--- src/rtl/bnw_pkg.sv ---
// Shared definitions for the beat-and-wave level logic.
//   state_t        : level FSM encoding (IDLE=0, PLAY=1, PASS=2, FAIL=3)
//   PASS_HITS_DEF  : default minimum hit count for a level pass
//   MAX_MISS_DEF   : default miss count that ends a level immediately
//   MISS_W         : width of the miss counter
package bnw_pkg;

  typedef enum logic [1:0] {
    ST_IDLE = 2'd0,
    ST_PLAY = 2'd1,
    ST_PASS = 2'd2,
    ST_FAIL = 2'd3
  } state_t;

  localparam int PASS_HITS_DEF = 16;
  localparam int MAX_MISS_DEF  = 3;
  localparam int MISS_W        = 4;

endpackage

--- src/rtl/sat_counter.sv ---
// Saturating up-counter with synchronous clear.
//   clk, rst   : clock, asynchronous active-high reset
//   clr        : synchronous clear to 0 (wins over inc)
//   inc        : add one, holding at all-ones
//   count      : registered count
//   next_val   : value count takes on the next edge, so callers can judge
//                on the post-update count in the same cycle
module sat_counter #(
  parameter int W = 8
) (
  input  logic         clk,
  input  logic         rst,
  input  logic         clr,
  input  logic         inc,
  output logic [W-1:0] count,
  output logic [W-1:0] next_val
);

  always_comb begin
    next_val = count;
    if (clr)
      next_val = '0;
    else if (inc && (count != '1))
      next_val = count + 1'b1;
  end

  always_ff @(posedge clk or posedge rst) begin
    if (rst) count <= '0;
    else     count <= next_val;
  end

endmodule

--- src/rtl/level_judge.sv ---
// Level pass/fail judge.
// Counts hits and misses while a level is playing, fails the level as soon
// as the miss limit is reached, and on song_done passes it if enough notes
// were hit.
//   clk, rst    : clock, asynchronous active-high reset
//   restart     : synchronous return to idle with counters cleared
//   start       : begin a level (accepted only in idle)
//   note_valid  : one note's hit window closed; note_hit says hit or miss
//   song_done   : last note window closed
//   endgame     : one-cycle pass pulse
//   fail        : one-cycle fail pulse
//   hit_cnt     : hits in the current/last level
//   miss_cnt    : misses in the current/last level
//   busy        : level in progress
module level_judge #(
  parameter int PASS_HITS = bnw_pkg::PASS_HITS_DEF,
  parameter int MAX_MISS  = bnw_pkg::MAX_MISS_DEF,
  parameter int CNT_W     = 8
) (
  input  logic             clk,
  input  logic             rst,
  input  logic             restart,
  input  logic             start,
  input  logic             note_valid,
  input  logic             note_hit,
  input  logic             song_done,
  output logic             endgame,
  output logic             fail,
  output logic [CNT_W-1:0] hit_cnt,
  output logic [3:0]       miss_cnt,
  output logic             busy
);
  import bnw_pkg::*;

  localparam logic [CNT_W-1:0]  PASS_THR = CNT_W'(PASS_HITS);
  localparam logic [MISS_W-1:0] MISS_THR = MISS_W'(MAX_MISS);

  state_t state;

  logic              in_play, clr, hit_inc, miss_inc, miss_trip;
  logic [CNT_W-1:0]  hit_next;
  logic [MISS_W-1:0] miss_next;

  assign in_play  = (state == ST_PLAY);
  // Counters clear on an accepted start or on restart.
  assign clr      = restart | ((state == ST_IDLE) & start);
  assign hit_inc  = in_play & note_valid &  note_hit;
  assign miss_inc = in_play & note_valid & ~note_hit;
  // Only the edge on which the count steps onto the limit trips the fail.
  assign miss_trip = miss_inc & (miss_next == MISS_THR);
  assign busy     = in_play;

  sat_counter #(.W(CNT_W)) u_hit (
    .clk      (clk),
    .rst      (rst),
    .clr      (clr),
    .inc      (hit_inc),
    .count    (hit_cnt),
    .next_val (hit_next)
  );

  sat_counter #(.W(MISS_W)) u_miss (
    .clk      (clk),
    .rst      (rst),
    .clr      (clr),
    .inc      (miss_inc),
    .count    (miss_cnt),
    .next_val (miss_next)
  );

  always_ff @(posedge clk or posedge rst) begin
    if (rst) begin
      state   <= ST_IDLE;
      endgame <= 1'b0;
      fail    <= 1'b0;
    end else if (restart) begin
      state   <= ST_IDLE;
      endgame <= 1'b0;
      fail    <= 1'b0;
    end else begin
      endgame <= 1'b0;
      fail    <= 1'b0;
      case (state)
        ST_IDLE: if (start) state <= ST_PLAY;
        ST_PLAY: begin
          // Miss limit beats song_done; the pass test uses the count
          // including any note closing on this same edge.
          if (miss_trip) begin
            state <= ST_FAIL;
            fail  <= 1'b1;
          end else if (song_done) begin
            if (hit_next >= PASS_THR) begin
              state   <= ST_PASS;
              endgame <= 1'b1;
            end else begin
              state <= ST_FAIL;
              fail  <= 1'b1;
            end
          end
        end
        default: state <= ST_IDLE;
      endcase
    end
  end

endmodule

--- config.mk ---
export PLATFORM = sky130hd
export DESIGN_NAME = level_judge
export DESIGN_NICKNAME = d
export VERILOG_FILES = /design/src/rtl/bnw_pkg.sv /design/src/rtl/sat_counter.sv /design/src/rtl/level_judge.sv
export SDC_FILE = /design/constraint.sdc
export NUM_CORES = 1
export LEC_CHECK = 0
export ABC_AREA = 1
export ABC_CLOCK_PERIOD_IN_PS = 1600
export BUFFER_PORTS_ARGS = -buffer_cell sky130_fd_sc_hd__buf_4
export CORE_MARGIN = 4
export CORE_UTILIZATION = 45
export CTS_BUF_LIST = sky130_fd_sc_hd__clkbuf_4
export DETAILED_ROUTE_END_ITERATION = 16
export PLACE_DENSITY = 0.75
export SYNTH_ARGS = -nofsm -noshare
export SYNTH_HDL_FRONTEND = slang
export SYNTH_SLANG_ARGS = --single-unit
--- constraint.sdc ---
create_clock -name clk -period 1.6 [get_ports clk]
set_input_delay 0.16 -clock clk [delete_from_list [all_inputs] [get_ports clk]]
set_output_delay 0.16 -clock clk [all_outputs]
set_load 0.02 [all_outputs]
---- Word level (Yosys, flattened, before mapping) ----
Cells that the tools add are included.
storage, ports and cells
  register bits after elaboration ......... 16
  word-level logic and storage cells ...... 45
  output and inout bits ................... 15
operators by class
  add/sub/neg operators ................... 2
  equality and inequality tests ........... 6
  reduce and logical (&&, ||, !) cells .... 4
  mux-type cells .......................... 20
  bitwise gates (word level) .............. 7
  order comparisons ....................... 1
operators with widths
  cell                                                                                  number
  8-bit two-way mux                                                                     2
  1-bit two-way mux                                                                     11
  8-bit by 1-bit adder with 8-bit output (second input constant)                        1
  8-bit by 5-bit greater-or-equal comparator with 1-bit output (second input constant)  1
  2-bit two-way mux                                                                     4
  4-bit two-way mux                                                                     2
  8-bit != test (second input constant)                                                 1
  1-bit AND                                                                             5
  4-bit by 1-bit adder with 4-bit output (second input constant)                        1
  4-bit by 2-bit == test with 1-bit output (second input constant)                      1
  4-bit by 3-bit != test with 1-bit output (second input constant)                      1
  4-bit != test (second input constant)                                                 1
  2-bit one-hot mux with 2 select lines                                                 1
  3-bit != test (second input constant)                                                 1
  2-bit by 1-bit == test with 1-bit output (second input constant)                      1
  1-bit logical AND                                                                     2
  2-bit zero test                                                                       1
  2-bit AND reduction                                                                   1
  1-bit NOT                                                                             1
  1-bit bitwise OR                                                                      1

---- Longest topological paths before layout ----
Gate-level depths: netlist of run 1.
  depth in word-level cells ............... 12
  mapped depth ............................ 12
  depth with buffers taken out ............ 12

---- Modules after synthesis ----
A second synthesis of run 1 with hierarchy kept.
unflattened totals
  cell total of the unflattened synthesis .. 141
  area, all modules ....................... 1029.7 sq um
modules (own cells, without submodules)
  module                 area an instance (sq um)  cells each  times used  seq. area each (sq um)
  sat_counter at u_hit   526.8                     73          1           200.2
  level_judge            271.5                     38          1           100.1
  sat_counter at u_miss  231.5                     30          1           100.1

---- Least setup slack after synthesis of run 1 ----
No wires, ideal clock.
  kind .................................... flip-flop to flip-flop
  start point ............................. register u_hit.count[0]
  end point ............................... register state[0]
  path buffers ............................ 0
  cell stages (with the launch flop) ...... 13
  path slack .............................. -0.152 ns
  arrival ................................. 1.635 ns
  data required time ...................... 1.484 ns
  library setup time ...................... 0.116 ns
  clock period less this slack ............ 1.752 ns
  cells stage by stage .................... dfrtp_1 ha_1 nand2_1 nor2_4 nand2_1 nand2_1 nand2_1 nand2_1 o21ai_1 nand2_2 nand3_1 nand2_1 nand2_1
on the way
  word-level cells in the longest chain between the ends .. 10
ends and longest elaborated chain
  element                                                                         RTL line           text
  start: declaration                                                              sat_counter.sv:15  output logic [W-1:0] count,
  start signal: assignment                                                        sat_counter.sv:29  else count <= next_val;
  branches (longest 2 deep; another with 8-bit by 1-bit adder with 8-bit output)  -
  8-bit two-way mux *                                                             sat_counter.sv:23  else if (inc && (count != '1))
  8-bit two-way mux *                                                             sat_counter.sv:21  if (clr)
  8-bit by 5-bit greater-or-equal comparator with 1-bit output *                  level_judge.sv:92  if (hit_next >= PASS_THR) begin
  1-bit two-way mux *                                                             level_judge.sv:92
  2-bit two-way mux *                                                             level_judge.sv:91  end else if (song_done) begin
  2-bit two-way mux *                                                             level_judge.sv:88  if (miss_trip) begin
  2-bit one-hot mux with 2 select lines *                                         level_judge.sv:83  case (state)
  2-bit two-way mux *                                                             level_judge.sv:76  end else if (restart) begin
  end signal: assignment                                                          level_judge.sv:77  state <= ST_IDLE;
  end signal: assignment                                                          level_judge.sv:84  ST_IDLE: if (start) state <= ST_PLAY;
  end signal: assignment                                                          level_judge.sv:89  state <= ST_FAIL;
  end: declaration                                                                level_judge.sv:38  state_t state;
Every way passes the cells marked *. The select of a mux whose other input is x is not followed.
A chain may end at the register's enable or synchronous reset.

---- Worst setup path in the final report of run 1 ----
  start point ............................. register state[1]
  end point ............................... register endgame
on the way
  word-level cells in the longest chain between the ends .. 12
ends and longest elaborated chain
  element                                                       RTL line                              text
  start signal: assignment                                      level_judge.sv:73                     state <= ST_IDLE;
  start signal: assignment                                      level_judge.sv:77
  start signal: assignment                                      level_judge.sv:84
  2-bit by 1-bit == test with 1-bit output                      level_judge.sv:44, level_judge.sv:83
  1-bit AND                                                     level_judge.sv:47, level_judge.sv:48
  1-bit AND                                                     level_judge.sv:47                     assign hit_inc = in_play & note_valid & note_hit;
  1-bit logical AND                                             sat_counter.sv:23
  8-bit two-way mux                                             sat_counter.sv:23
  8-bit two-way mux                                             sat_counter.sv:21
  8-bit by 5-bit greater-or-equal comparator with 1-bit output  level_judge.sv:92
  1-bit two-way mux                                             level_judge.sv:92
  1-bit two-way mux                                             level_judge.sv:91
  1-bit two-way mux                                             level_judge.sv:88
  1-bit two-way mux *                                           level_judge.sv:83
  1-bit two-way mux *                                           level_judge.sv:76
  end signal: assignment                                        level_judge.sv:78                     endgame <= 1'b0;
  end signal: assignment                                        level_judge.sv:81                     endgame <= 1'b0;
  end signal: assignment                                        level_judge.sv:94                     endgame <= 1'b1;
  end: declaration                                              level_judge.sv:27                     output logic endgame,
Every way passes the cells marked *; elsewhere a longest branch is shown, timed or not.

==> results of run 1 <==
[synthesized netlist by cell type (all sizes together)]
cell / n
o21ai: 8
clkbuf: 1
nand2: 46
inv: 24
and3: 1
a21o: 1
clkinv: 1
dfrtp: 16
nand3: 16
a21oi: 5
nand4: 2
or2: 1
o21bai: 1
a31oi: 1
nor2: 16
ha: 2
nand3b: 1
[metal layers]
layer / global-route usage (%) / vias to the layer above
met5: 0 / -
li1: - / 534
met1: 20.9 / 476
met2: 27.7 / 19
met3: 2.78 / 6
met4: 7.12 / 0
[flip-flops by register name, indices dropped and copies added (netlist names)]
register and cells:
u_hit.count 8, u_miss.count 4, state 2, endgame 1
fail 1
[worst max path at each step]
stage,slack [ns],start,cells past startpoint,end
final,0.006,state[1],10,endgame
after global routing,-0.11,u_hit.count[6],11,state[0]
after CTS,0.001,u_miss.count[0],10,fail
after detailed placement,-0.04,u_miss.count[0],11,state[0]
after global placement,-0.005,u_miss.count[0],11,state[0]
after floorplan,0.01,u_hit.count[0],11,state[0]
[power by group through the flow]
| stage | Combinational (mW) | Clock (mW) | Sequential, mW |
|---|---|---|---|
| after floorplan | 0.0674 | 0 | 0.439 |
| after global placement | 0.125 | 0 | 0.432 |
| final | 0.149 | 0.224 | 0.426 |
| after CTS | 0.137 | 0.234 | 0.424 |
| after detailed placement | 0.129 | 0 | 0.432 |
| after global routing | 0.165 | 0.249 | 0.427 |
[cell families (layout without fill, tap and decap cells)]
logic type | count (synthesis) | count (layout)
simple gates | 83 | 83
buf+inv | 26 | 67
compound gates | 16 | 16
flops | 16 | 16
fa+ha+maj | 2 | 2
[critical path, cell delays in order (launching register included)]
cell	delay, ns
sky130_fd_sc_hd__dfrtp_1	0.42
sky130_fd_sc_hd__inv_2	0.07
sky130_fd_sc_hd__nand3_2	0.08
sky130_fd_sc_hd__nor2_4	0.19
sky130_fd_sc_hd__buf_4	0.16
sky130_fd_sc_hd__nand3_2	0.09
sky130_fd_sc_hd__nor2_4	0.13
sky130_fd_sc_hd__nand3_4	0.10
sky130_fd_sc_hd__buf_4	0.15
sky130_fd_sc_hd__nand2_1	0.06
sky130_fd_sc_hd__nor2_1	0.04
[what timing repair did]
| action | 4_1_cts | 5_1_grt |
|---|---|---|
| endpoints found under the hold margin | 16 | 0 |
| resized for setup | 1 | 24 |
| hold buffers | 1 | 0 |
| endpoints found under the setup margin | 2 | 4 |
| setup buffers | 3 | 6 |
| pin swaps | 2 | 15 |
[cell type report]
cell class / count / area [sq um] / share of cell area (%)
clock buffer: 3 / 22.5 / 1.50
clock inverter: 1 / 3.75 / 0.250
inverter: 25 / 93.8 / 6.26
multi-input combinational: 101 / 648 / 43.2
sequential: 16 / 409 / 27.3
tap: 28 / 35.0 / 2.34
timing repair buffer: 38 / 288 / 19.2
==> impl_results.md, run 1 <==
* Data arrival time of the critical path at 1.78 ns
* Routed length on met2 at 1340 um
* Share of cells above drive strength 1 at 44.6%
* Setup slack on the worst flop-to-flop path at 0.006 ns
* Final setup slack of the worst path at 0.00599 ns
* Die boundary height at 55.9 um
* Pwr Density at 532 nW/um^2
* Worst R2R Start: state[1]
* Depth of the worst hold-timing path at 3
* Int Power at 0.569 mW
* Number of antenna cells inserted at 0
* Final number of max-transition violations at 0
* Final Instance Area at 1500 sq um
* Final antenna-violating net count at 0
* Worst Setup End Kind: flop
* Inserted Clock Buffers at 3
* Nature of the critical path startpoint: flop
* Top cell type by total area after synthesis: sky130_fd_sc_hd__dfrtp_1
* Via density per instance at 4.88
* Later-pin clock latency in the skew report at 0.29 ns
* Number of design rule violations left after detail routing at 0
* Run status: complete, no violations
* Measured slew at the worst slew-check pin at 0.652 ns
* H-tree depth at 1
* Clock Sink Count at 16
* Average instance area after synthesis at 7.23 sq um
* Fin crit share at 99.6%
* Final hold viol count at 0
* Peak fanout along the critical path at 4
* Core area at 2190 sq um
* Post-CTS clock slew at the launch and capture registers of the worst setup and hold paths at 0.09 ns
* Most frequent standard cell in the layout excluding fill and tap cells: sky130_fd_sc_hd__buf_4
* Reported net switching power at 0.230 mW
* Total length of routed met3 wires at 92 um
* Worst Hold Launch: song_done
* Capture instance of the worst register-to-register path: endgame
* Post-synthesis instance area at 1030 sq um
* Proportion of power drawn by flip-flops and latches at 53.3%
* GRT overflow at 0
* Setup repair after global routing missed its margin: true
* Filler-free cell count of the finished design at 212
* TritonCTS clock tree: built
* Pin count of the biggest net entering global routing at 17
* Sequential-to-total area share from yosys stat at 38.7%
* Largest clock skew in the final design at 0.00412 ns
* Yosys top cell area share at 38.7%
* Highest metal layer with signal wires: met4
* CTS Root Cell: sky130_fd_sc_hd__clkbuf_4
* Post-synthesis cell count at 143
* Total of flip-flops plus latches after synthesis at 16
* Number of warnings reported in the yosys synthesis log at 0
* Highest Clock Rate at 627 MHz
* Endpoints failing setup at 0
* Final-layout worst hold slack at 0.104 ns
* Number of library cell types mapped by synthesis at 26
* Effective utilization at floorplan at 47.2%
* Data required time at the worst endpoint at 1.79 ns
* Classification of the worst setup path: reg2reg
* Commonest cells after routing, fill and taps aside: sky130_fd_sc_hd__buf_4, sky130_fd_sc_hd__nand2_1, sky130_fd_sc_hd__inv_1, sky130_fd_sc_hd__nor2_1
* Mux contribution to synthesized area at 0%
* Vias in the first global route at 983
* HPWL Detailed at 1770 um
* XOR/XNOR Fraction of Synth Area at 0%
* Total Die Area at 3130 sq um
* Initial antenna violation count at 0
* Leakage power at 0.756 nW
* Share of total power consumed by net switching at 28.8%
* Simple logic cell fraction of the synthesized area at 38.5%
* Detailed-router iteration count before antenna repair at 4
* Maximum clock path buffer count at 2
* Placement Setup Slack at -0.0405 ns
* Sum of negative setup slack at 0 ns
* PortBufs at 21
* Pwr Total at 0.799 mW
* Worst hold path type: in2reg
* Number of vias in the routed layout at 1035
* Aggregate global-route resource usage at 16.5%
* Top Ports at 22
* Max-capacitance violation count at 0
* Main combinational cell family by area after synthesis: simple AND/OR/NAND/NOR gates
* Violation count after the first detailed-route iteration at 12
* Met1 wire length at 1100 um
* Signed area change from the synthesized netlist to the final layout at 45.2%
* Area after DPL at 1300 sq um
* Leading cell types by total area after synthesis: sky130_fd_sc_hd__dfrtp_1, sky130_fd_sc_hd__nand2_1, sky130_fd_sc_hd__inv_1
* Core Rows at 17
* Die X-Extent at 55.9 um
* Inst Count DP at 198
* Core utilization of the finished layout at 68.5%
* Count of nets after finishing at 194
* Final routed wire length divided by cell count at 12.2 um
* Crit path time final at 1.59 ns
* Slew HR at 56.5%
* Final Routed Wirelength at 2590 um
* End point of the worst hold path: endgame
* Part of the power in combinational logic at 18.7%
* Adder and majority cell fraction of the synthesized area at 2.42%
* Number of nets produced by synthesis at 152
* Worst-case reg-to-reg path depth at 10
* Complex-gate fraction of the synthesized area at 10.9%
* Worst supply voltage drop on vdd at 0.390 mV
* Count of fill cells added during filler insertion at 176
* Placer Congestion at 0.848
* Global-route wire length before repair at 4130 um
* Clock group share of total power at 28.0%
Power figures use the tool's default switching activity.
==> run 2: changes to the inputs <==
--- a/config.mk
+++ b/config.mk
@@ -7,7 +7,7 @@
 export LEC_CHECK = 0
 export ABC_AREA = 1
 export ABC_CLOCK_PERIOD_IN_PS = 1600
-export BUFFER_PORTS_ARGS = -buffer_cell sky130_fd_sc_hd__buf_4
+export BUFFER_PORTS_ARGS = -buffer_cell sky130_fd_sc_hd__buf_2
 export CORE_MARGIN = 4
 export CORE_UTILIZATION = 45
 export CTS_BUF_LIST = sky130_fd_sc_hd__clkbuf_4
==> run 2 against run 1 <==
Die area unchanged; global-route usage down 0.79 points; register-to-register slack gained 0.02 ns; wire length shrank 1.4%; hold slack got worse by 0.0025 ns; critical path depth rose by 1; sequential power hardly changed; non-clock buffer count down 3; sequential share of layout area grew 1.2 points; critical endpoint is now fail.
==> impl_results.md, run 2 (synthesized netlist as in run 1, its figures left out) <==
* Final hold viol count at 0 (unchanged)
* H-tree depth at 1 (unchanged)
* Effective utilization at floorplan at 47.2% (unchanged)
* Die boundary height at 55.9 um (unchanged)
* Worst supply voltage drop on vdd at 0.492 mV (+26%)
* Core Rows at 17 (unchanged)
* Final antenna-violating net count at 0 (unchanged)
* Final-layout worst hold slack at 0.101 ns (-0.00246 ns)
* Clock Sink Count at 16 (unchanged)
* Setup repair after global routing missed its margin: true
* Total Die Area at 3130 sq um (unchanged)
* Top Ports at 22 (unchanged)
* Final routed wire length divided by cell count at 12.2 um (about the same)
* Largest Register: u_hit.count
* Data arrival time of the critical path at 1.79 ns (about the same)
* Endpoints failing setup at 0 (unchanged)
* Final setup slack of the worst path at 0.0271 ns (+0.0211 ns)
* PortBufs at 21 (unchanged)
* Pin count of the biggest net entering global routing at 17 (unchanged)
* Leakage power at 0.738 nW (-2.4%)
* Run status: complete, no violations
* Number of design rule violations left after detail routing at 0 (unchanged)
* Core area at 2190 sq um (unchanged)
* Pwr Total at 0.783 mW (-2.0%)
* Slew HR at 59.7% (+3.2 points)
* Measured slew at the worst slew-check pin at 0.605 ns (-0.0473 ns)
* Sum of negative setup slack at 0 ns (unchanged)
* Pwr Density at 546 nW/um^2 (+2.5%)
* Later-pin clock latency in the skew report at 0.28 ns (about the same)
* Most frequent standard cell in the layout excluding fill and tap cells: sky130_fd_sc_hd__nand2_1
* Peak fanout along the critical path at 4 (unchanged)
* Fin crit share at 98.3% (-1.3 points)
* Number of vias in the routed layout at 1029 (-0.58%)
* Worst Setup End Kind: flop
* CTS Root Cell: sky130_fd_sc_hd__clkbuf_4
* Aggregate global-route resource usage at 15.7% (-0.79 points)
* Count of nets after finishing at 191 (-1.5%)
* Nature of the critical path startpoint: flop
* Vias in the first global route at 974 (-0.92%)
* Highest Clock Rate at 636 MHz (+1.3%)
* TritonCTS clock tree: built
* Final Instance Area at 1440 sq um (-4.3%)
* Commonest cells after routing, fill and taps aside: sky130_fd_sc_hd__nand2_1, sky130_fd_sc_hd__inv_1, sky130_fd_sc_hd__buf_2, sky130_fd_sc_hd__nand2_2, sky130_fd_sc_hd__buf_4
* Max reg flops at 8 (unchanged)
* Largest registers: u_hit.count x8, u_miss.count x4, state x2
* Number of antenna cells inserted at 0 (unchanged)
* Final number of max-transition violations at 0 (unchanged)
* Maximum clock path buffer count at 2 (unchanged)
* Cell with the largest stage delay on the worst path: sky130_fd_sc_hd__dfrtp_1
* Filler-free cell count of the finished design at 209 (-1.4%)
* Initial antenna violation count at 0 (unchanged)
* HPWL Detailed at 1790 um (+1.3%)
* GRT overflow at 0 (unchanged)
* Inst Count DP at 198 (unchanged)
* Worst hold path type: in2reg
* Via density per instance at 4.92 (+0.85%)
* Detailed-router iteration count before antenna repair at 4 (unchanged)
* Crit path time final at 1.57 ns (-0.0211 ns)
* Signed area change from the synthesized netlist to the final layout at 38.9%
* Area after DPL at 1240 sq um (-4.1%)
* CP cell instances: inv_2, nand3_2, nor2_4, nand2_4, nand2_2, nand3_2, nor2_4, nand3_4, nand2_4, nand2_2, a21oi_2
* Placer Congestion at 0.854 (+0.75%)
* Post-CTS clock slew at the launch and capture registers of the worst setup and hold paths at 0.09 ns (about the same)
* Global-route wire length before repair at 4000 um (-3.0%)
* Classification of the worst setup path: reg2reg
* Count of fill cells added during filler insertion at 190 (+8.0%)
* Final Routed Wirelength at 2550 um (-1.4%)
* Max-capacitance violation count at 0 (unchanged)
* Core utilization of the finished layout at 65.5% (-3.0 points)
* Share of cells above drive strength 1 at 46.4% (+1.8 points)
* Die X-Extent at 55.9 um (unchanged)
* Largest clock skew in the final design at 0.00331 ns (-0.000814 ns)
* Data required time at the worst endpoint at 1.82 ns (+0.03 ns)
* Inserted Clock Buffers at 3 (unchanged)
* Violation count after the first detailed-route iteration at 20 (+8)
* Placement Setup Slack at -0.0610 ns (-0.0204 ns)
* Delay of the slowest cell on the worst path at 0.42 ns (about the same)
-- run 2: worst paths after layout --
| kind | from | slack [ns] | cells past startpoint | to |
|---|---|---|---|---|
| max reg2reg | state[1] | 0.03 | 11 | fail |
| min reg2reg | u_hit.count[3] | 0.53 | 1 | u_hit.count[3] |
| min | song_done | 0.10 | 3 | endgame |
| min in group asynchronous | rst | 0.48 | 3 | u_miss.count[3] |
| max in group asynchronous | rst | 0.69 | 3 | state[0] |
| max | state[1] | 0.03 | 11 | fail |
-- run 2: power breakdown --
| group | leakage [nW] | total, mW | switching [mW] | internal, mW |
|---|---|---|---|---|
| Combinational | 0.513 | 0.136 | 0.0843 | 0.0517 |
| Sequential | 0.210 | 0.426 | 0.0118 | 0.414 |
| Clock | 0.0154 | 0.221 | 0.130 | 0.0904 |
-- run 2: area by class of cell --
class / instances / area [sq um] / area share [%]
inverter: 25 / 93.8 / 6.54
sequential: 16 / 409 / 28.5
multi-input combinational: 101 / 658 / 45.9
tap: 28 / 35.0 / 2.44
clock buffer: 3 / 22.5 / 1.57
timing repair buffer: 35 / 213 / 14.8
clock inverter: 1 / 3.75 / 0.262
-- run 2: what timing repair did --
item | in CTS | in global routing
hold buffers | 1 | 0
buffers inserted | 1 | 5
endpoints found under the setup margin | 3 | 4
resized for setup | 3 | 27
endpoints found under the hold margin | 16 | 0
pin swaps | 1 | 9
-- run 2: worst max-delay path, delay by kind of cell, from the launching register on --
kind | cells | cell delay (ns)
compound gates | 1 | 0.11
buf+inv | 1 | 0.08
flops | 1 | 0.42
simple gates | 9 | 0.92
-- run 2: layer usage --
layer / vias up / global-route usage (%) / share of wire [%]
li1: 521 / - / -
met1: 481 / 18.8 / 43
met2: 23 / 27.2 / 52
met3: 4 / 3.71 / 4.6
met4: 0 / 6.10 / 1.0
met5: - / 0 / 0
